--- src/rtl/priority_encoder_pkg.sv ---
// Shared constants and width helper for the priority encoder slice.
package priority_encoder_pkg;

  localparam int unsigned PE_N_DEFAULT = 4;

  // Index width that never collapses to zero, so N=2 still yields a 1-bit index.
  function automatic int unsigned clog2_min1(input int unsigned n);
    return (n <= 2) ? 1 : $clog2(n);
  endfunction

endpackage

--- src/rtl/priority_encoder_core.sv ---
// Combinational core: index, any-request flag and one-hot of the highest set request bit.
module priority_encoder_core
  import priority_encoder_pkg::*;
#(
  parameter int unsigned N  = PE_N_DEFAULT,
  parameter int unsigned AW = clog2_min1(N)
) (
  input  logic [N-1:0]  y,
  output logic [AW-1:0] idx,
  output logic          valid_c,
  output logic [N-1:0]  onehot_c
);

  // Scan from the top down and stop at the first set bit, so lower bits (even X) are ignored.
  always_comb begin
    idx      = '0;
    valid_c  = 1'b0;
    onehot_c = '0;
    for (int i = N - 1; i >= 0; i--) begin
      if (!valid_c && (y[i] == 1'b1)) begin
        valid_c     = 1'b1;
        idx         = AW'(i);
        onehot_c[i] = 1'b1;
      end
    end
  end

endmodule

--- src/rtl/priority_encoder.sv ---
// N-input priority encoder with optional enable-gated output register.
module priority_encoder
  import priority_encoder_pkg::*;
#(
  parameter int unsigned N       = PE_N_DEFAULT,
  parameter int unsigned AW      = clog2_min1(N),
  parameter bit          REG_OUT = 1'b1
) (
  input  logic          clk,
  input  logic          rst_n,
  input  logic          en,
  input  logic [N-1:0]  y,
  output logic [AW-1:0] a,
  output logic          valid,
  output logic [N-1:0]  onehot
);

  logic [AW-1:0] idx;
  logic          valid_c;
  logic [N-1:0]  onehot_c;

  priority_encoder_core #(
    .N  (N),
    .AW (AW)
  ) u_core (
    .y        (y),
    .idx      (idx),
    .valid_c  (valid_c),
    .onehot_c (onehot_c)
  );

  if (REG_OUT) begin : g_reg
    logic [AW-1:0] a_d, a_q;
    logic          valid_d, valid_q;
    logic [N-1:0]  onehot_d, onehot_q;

    always_comb begin
      a_d      = a_q;
      valid_d  = valid_q;
      onehot_d = onehot_q;
      if (en) begin
        a_d      = idx;
        valid_d  = valid_c;
        onehot_d = onehot_c;
      end
    end

    always_ff @(posedge clk or negedge rst_n) begin
      if (!rst_n) begin
        a_q      <= '0;
        valid_q  <= 1'b0;
        onehot_q <= '0;
      end else begin
        a_q      <= a_d;
        valid_q  <= valid_d;
        onehot_q <= onehot_d;
      end
    end

    assign a      = a_q;
    assign valid  = valid_q;
    assign onehot = onehot_q;
  end else begin : g_comb
    // Clock, reset and enable are intentionally unused in the bypass build.
    logic unused_ctrl;
    assign unused_ctrl = ^{clk, rst_n, en};

    assign a      = idx;
    assign valid  = valid_c;
    assign onehot = onehot_c;
  end

endmodule

--- config.mk ---
export PLATFORM = sky130hd
export DESIGN_NAME = priority_encoder
export DESIGN_NICKNAME = d
export VERILOG_FILES = /design/src/rtl/priority_encoder_pkg.sv /design/src/rtl/priority_encoder_core.sv /design/src/rtl/priority_encoder.sv
export SDC_FILE = /design/constraint.sdc
export NUM_CORES = 1
export LEC_CHECK = 0
export CORE_AREA = 2 2 39 41
export CTS_CLUSTER_SIZE = 8
export DETAILED_ROUTE_END_ITERATION = 8
export DIE_AREA = 0 0 41 43
export HOLD_SLACK_MARGIN = 0.08
export SYNTH_ARGS = -nofsm -noshare
export SYNTH_HDL_FRONTEND = slang
export SYNTH_SLANG_ARGS = --single-unit
--- constraint.sdc ---
create_clock -name clk -period 0.8 [get_ports clk]
set_input_delay 0.08 -clock clk [delete_from_list [all_inputs] [get_ports clk]]
set_output_delay 0.08 -clock clk [all_outputs]
set_load 0.01 [all_outputs]
==> metrics.md <==
| Metric | Value |
|---|---|
| Status | `finished, violations left` |
| Failing checks | `setup timing` |
| Delay-heaviest family, CP | `flip-flops` |
| Routed Antenna Nets | `0` |
| Main synth FF type | `dfrtp_1` |
| Violation count after the first detailed-route iteration | `3` |
| DRC viols | `0` |
| Pint | `657 uW` |
| Post-Synthesis Cells | `26` |
| Hold Crit Class | `in2async` |
| Initial antenna violation count | `0` |
| WP data required | `0.94 ns` |
| Critical path origin | `onehot[2]$_DFFE_PN0P_` |
| Post-synthesis sequential area ratio | `0.576` |
| Final Hold Vio Count | `0` |
| Clock-pin slew on the worst setup and hold paths | `0.05 ns` |
| Worst clock skew | `0 ns` |
| Worst-skew pair later-pin latency | `0.25 ns` |
| Grt ovf | `0` |
| Vias in the first global route | `251` |
| Die area | `1760 sq um` |
| CP max-delay cell | `dfrtp_1` |
| Slowest stage delay, CP | `0.37 ns` |
| Synth top cells by count | `7 x dfrtp_1, 4 x nor2_1` |
| Post-Layout Cell Count | `64` |
| Final Setup Violations | `9` |
| Mapped cell area | `304 sq um` |
| Switching Power | `203 uW` |
| Largest net degree at the start of global routing | `8` |
| Leading area contributor after synthesis | `dfrtp_1` |
| Clk sinks | `7` |
| Initial core utilization | `0.220` |
| Post-route setup TNS | `-0.246 ns` |
| R2R Path End | `onehot[2]$_DFFE_PN0P_` |
| Syn-to-layout area delta | `62.6%` |
| Placed cell area | `480 sq um` |
| Critical-path maximum fanout | `2` |
| Count leader, synth | `dfrtp_1` |
| Fin nets | `56` |
| Crit share post-route | `1.04` |
| Worst path bufs/invs | `0` |
| CTS H-tree lvls | `1` |
| Wirelength per Cell | `9.78 um` |
| Logic gate share of total power | `0.185` |
| WP data arrival | `0.97 ns` |
| 1st-pass router iterations | `2` |
| Synth warnings | `0` |
| Synth unique cells | `13` |
| Asr flop ratio synth | `1.00` |
| Worst R2R Path Depth | `2` |
| Top Ports | `14` |
| Setup crit end | `onehot[2]$_DFFE_PN0P_` |
| Multi-input gate area | `128 sq um` |
| WP depth | `2` |
| Switching part of the total | `0.236` |
| Sequential share of power | `0.453` |
| Main area contributors after synthesis | `dfrtp_1 58%, a31o_2 5.8%, o41ai_2 5.3%` |
| Ratio of cells with drive above 1 in the final layout | `0.479` |
| Placement Rows | `14` |
| CTS Root Cell | `clkbuf_4` |
| Die width | `41 um` |
| Post-synth EDFFs | `0` |
| Worst IR Drop VDD | `1.25 mV` |
| CTS tree | `built` |
| Crit path kind | `reg2reg` |
| Crit path launch type | `flop` |
| PD cells | `1740 nW/um^2` |
| Fmax achieved | `1200 MHz` |
| CP Capture Type | `flop` |
| Num CTS Buffers | `3` |
| DP Wirelength | `497 um` |
| FF+latch count, synth | `7` |
| Die height | `43 um` |
| Leakage | `0.000246 uW` |
| Crit-path cells | `and2b_1, a31o_2` |
| Reg2reg start | `onehot[2]$_DFFE_PN0P_` |
| Routed via count | `267` |
| Clock share of power | `0.361` |
| Setup WS post-layout | `-0.0360 ns` |
| Final Cell Area | `494 sq um` |
| First-pass GRT wire length | `1.05 mm` |
| Ant. Diodes | `0` |
| Post-CTS Hold Buffers | `0` |
| Placed cell count | `59` |
| Register area | `175 sq um` |
| Core area | `1380 sq um` |
| Syn Nets | `33` |
| Vias per inst | `4.17` |
| RSZ-0062 raised after global routing | `yes` |
| Max-cap violations | `0` |
| Final min period | `0.836 ns` |
| Max-slew violations | `0` |
| FILL cells | `159` |
| RePlAce Congestion | `0.610` |
| Longest Clk Path Bufs | `2` |
| Slew HR | `0.787` |
| Flop-to-flop setup slack | `-0.04 ns` |
| Port Buffers | `13` |
| Area fraction of the dominant cell type after synthesis | `0.576` |
| Total Routing Usage GR | `0.100` |
| Tightest Pin Transition | `0.318 ns` |
| DRT Wirelength | `626 um` |
| Avg Inst Size Synth | `11.7 sq um` |
## metal layers
| layer | wire (um) | part of all wire | vias to the layer above | global-route usage |
|---|---|---|---|---|
| li1 | - | - | 135 | - |
| met1 | 241 | 0.38 | 120 | 0.102 |
| met2 | 317 | 0.51 | 10 | 0.138 |
| met3 | 55 | 0.088 | 2 | 0.0785 |
| met4 | 11 | 0.018 | 0 | 0.0600 |
| met5 | 0 | 0 | - | 0 |
## sequential cells by signal, summed over array words and instances, names as in the netlist
name / flops
valid: 1
a: 2
onehot: 4
## kinds of logic after synthesis
logic type             after synthesis  share of synthesized area
AO/OA/AOI/OAI                        6                      0.165
buffers and inverters                2                     0.0494
flip-flops                           7                      0.576
multiplexers                         1                     0.0370
AND/OR/NAND/NOR                     10                      0.173
## timing repair
item	4_1_cts	5_1_grt
pin swaps	1	1
hold endpoints to repair	0	0
resized for setup	31	7
setup buffers	0	1
endpoints found under the setup margin	13	12
## worst register-to-register path, delay by kind of cell, from the launching register on
family | cells | cell delay [ns]
compound gates | 1 | 0.21
flops | 1 | 0.37
simple gates | 1 | 0.15
## how the worst min path moves through the flow
stage	endpoint	slack (ns)	cells past startpoint
4_1_cts	onehot[1]$_DFFE_PN0P_	0.1	1
6_report	onehot[1]$_DFFE_PN0P_	0.09	1
3_3_place_gp	a[1]$_DFFE_PN0P_	0.37	1
5_1_grt	onehot[3]$_DFFE_PN0P_	0.12	1
3_5_place_dp	a[1]$_DFFE_PN0P_	0.37	1
2_1_floorplan	a[0]$_DFFE_PN0P_	-0.22	0
## power by group through the flow
| stage | logic [uW] | clock network (uW) | registers, uW |
|---|---|---|---|
| 3_5_place_dp | 174 | 0 | 396 |
| 5_1_grt | 179 | 350 | 392 |
| 6_report | 160 | 311 | 390 |
| 3_3_place_gp | 173 | 0 | 396 |
| 2_1_floorplan | 43.8 | 0 | 408 |
| 4_1_cts | 146 | 329 | 389 |
## cell type report
class	count	share of cell area
repair buffers	19	0.286
well taps	16	0.0405
flip-flops and latches	7	0.354
clock buffers	4	0.0532
multi-input cells	17	0.258
inverters	1	0.00759
## cells in the final DEF, fill, tap and decap left out
| master | n |
|---|---|
| nor4_2 | 1 |
| clkbuf_2 | 1 |
| nand2b_1 | 2 |
| a31oi_1 | 1 |
| nor2_1 | 3 |
| nor2_4 | 1 |
| a31o_2 | 2 |
| a21oi_1 | 2 |
| buf_6 | 1 |
| o41ai_2 | 1 |
| buf_2 | 6 |
| mux2_2 | 1 |
| clkbuf_1 | 1 |
| dfrtp_1 | 7 |
| clkbuf_4 | 3 |
| dlygate4sd2_1 | 2 |
| inv_1 | 1 |
| nand2_1 | 1 |
| buf_4 | 6 |
| and2b_1 | 2 |
| dlymetal6s2s_1 | 1 |
| clkdlybuf4s50_1 | 2 |
## metrics by stage
step | power, uW | hold slack, ns | worst slack [ns] | utilization
final | 860 | 0.0923 | -0.0360 | 0.357
after global routing | 921 | 0.120 | -0.0766 | 0.357
after CTS | 864 | 0.0991 | -0.0483 | 0.338
after detailed placement | 570 | 0.371 | -0.474 | 0.347
after global placement | 569 | 0.368 | -0.428 | 0.347
after floorplan | 452 | -0.216 | -0.0614 | -
No activity file was read; power rests on OpenSTA's default activity.
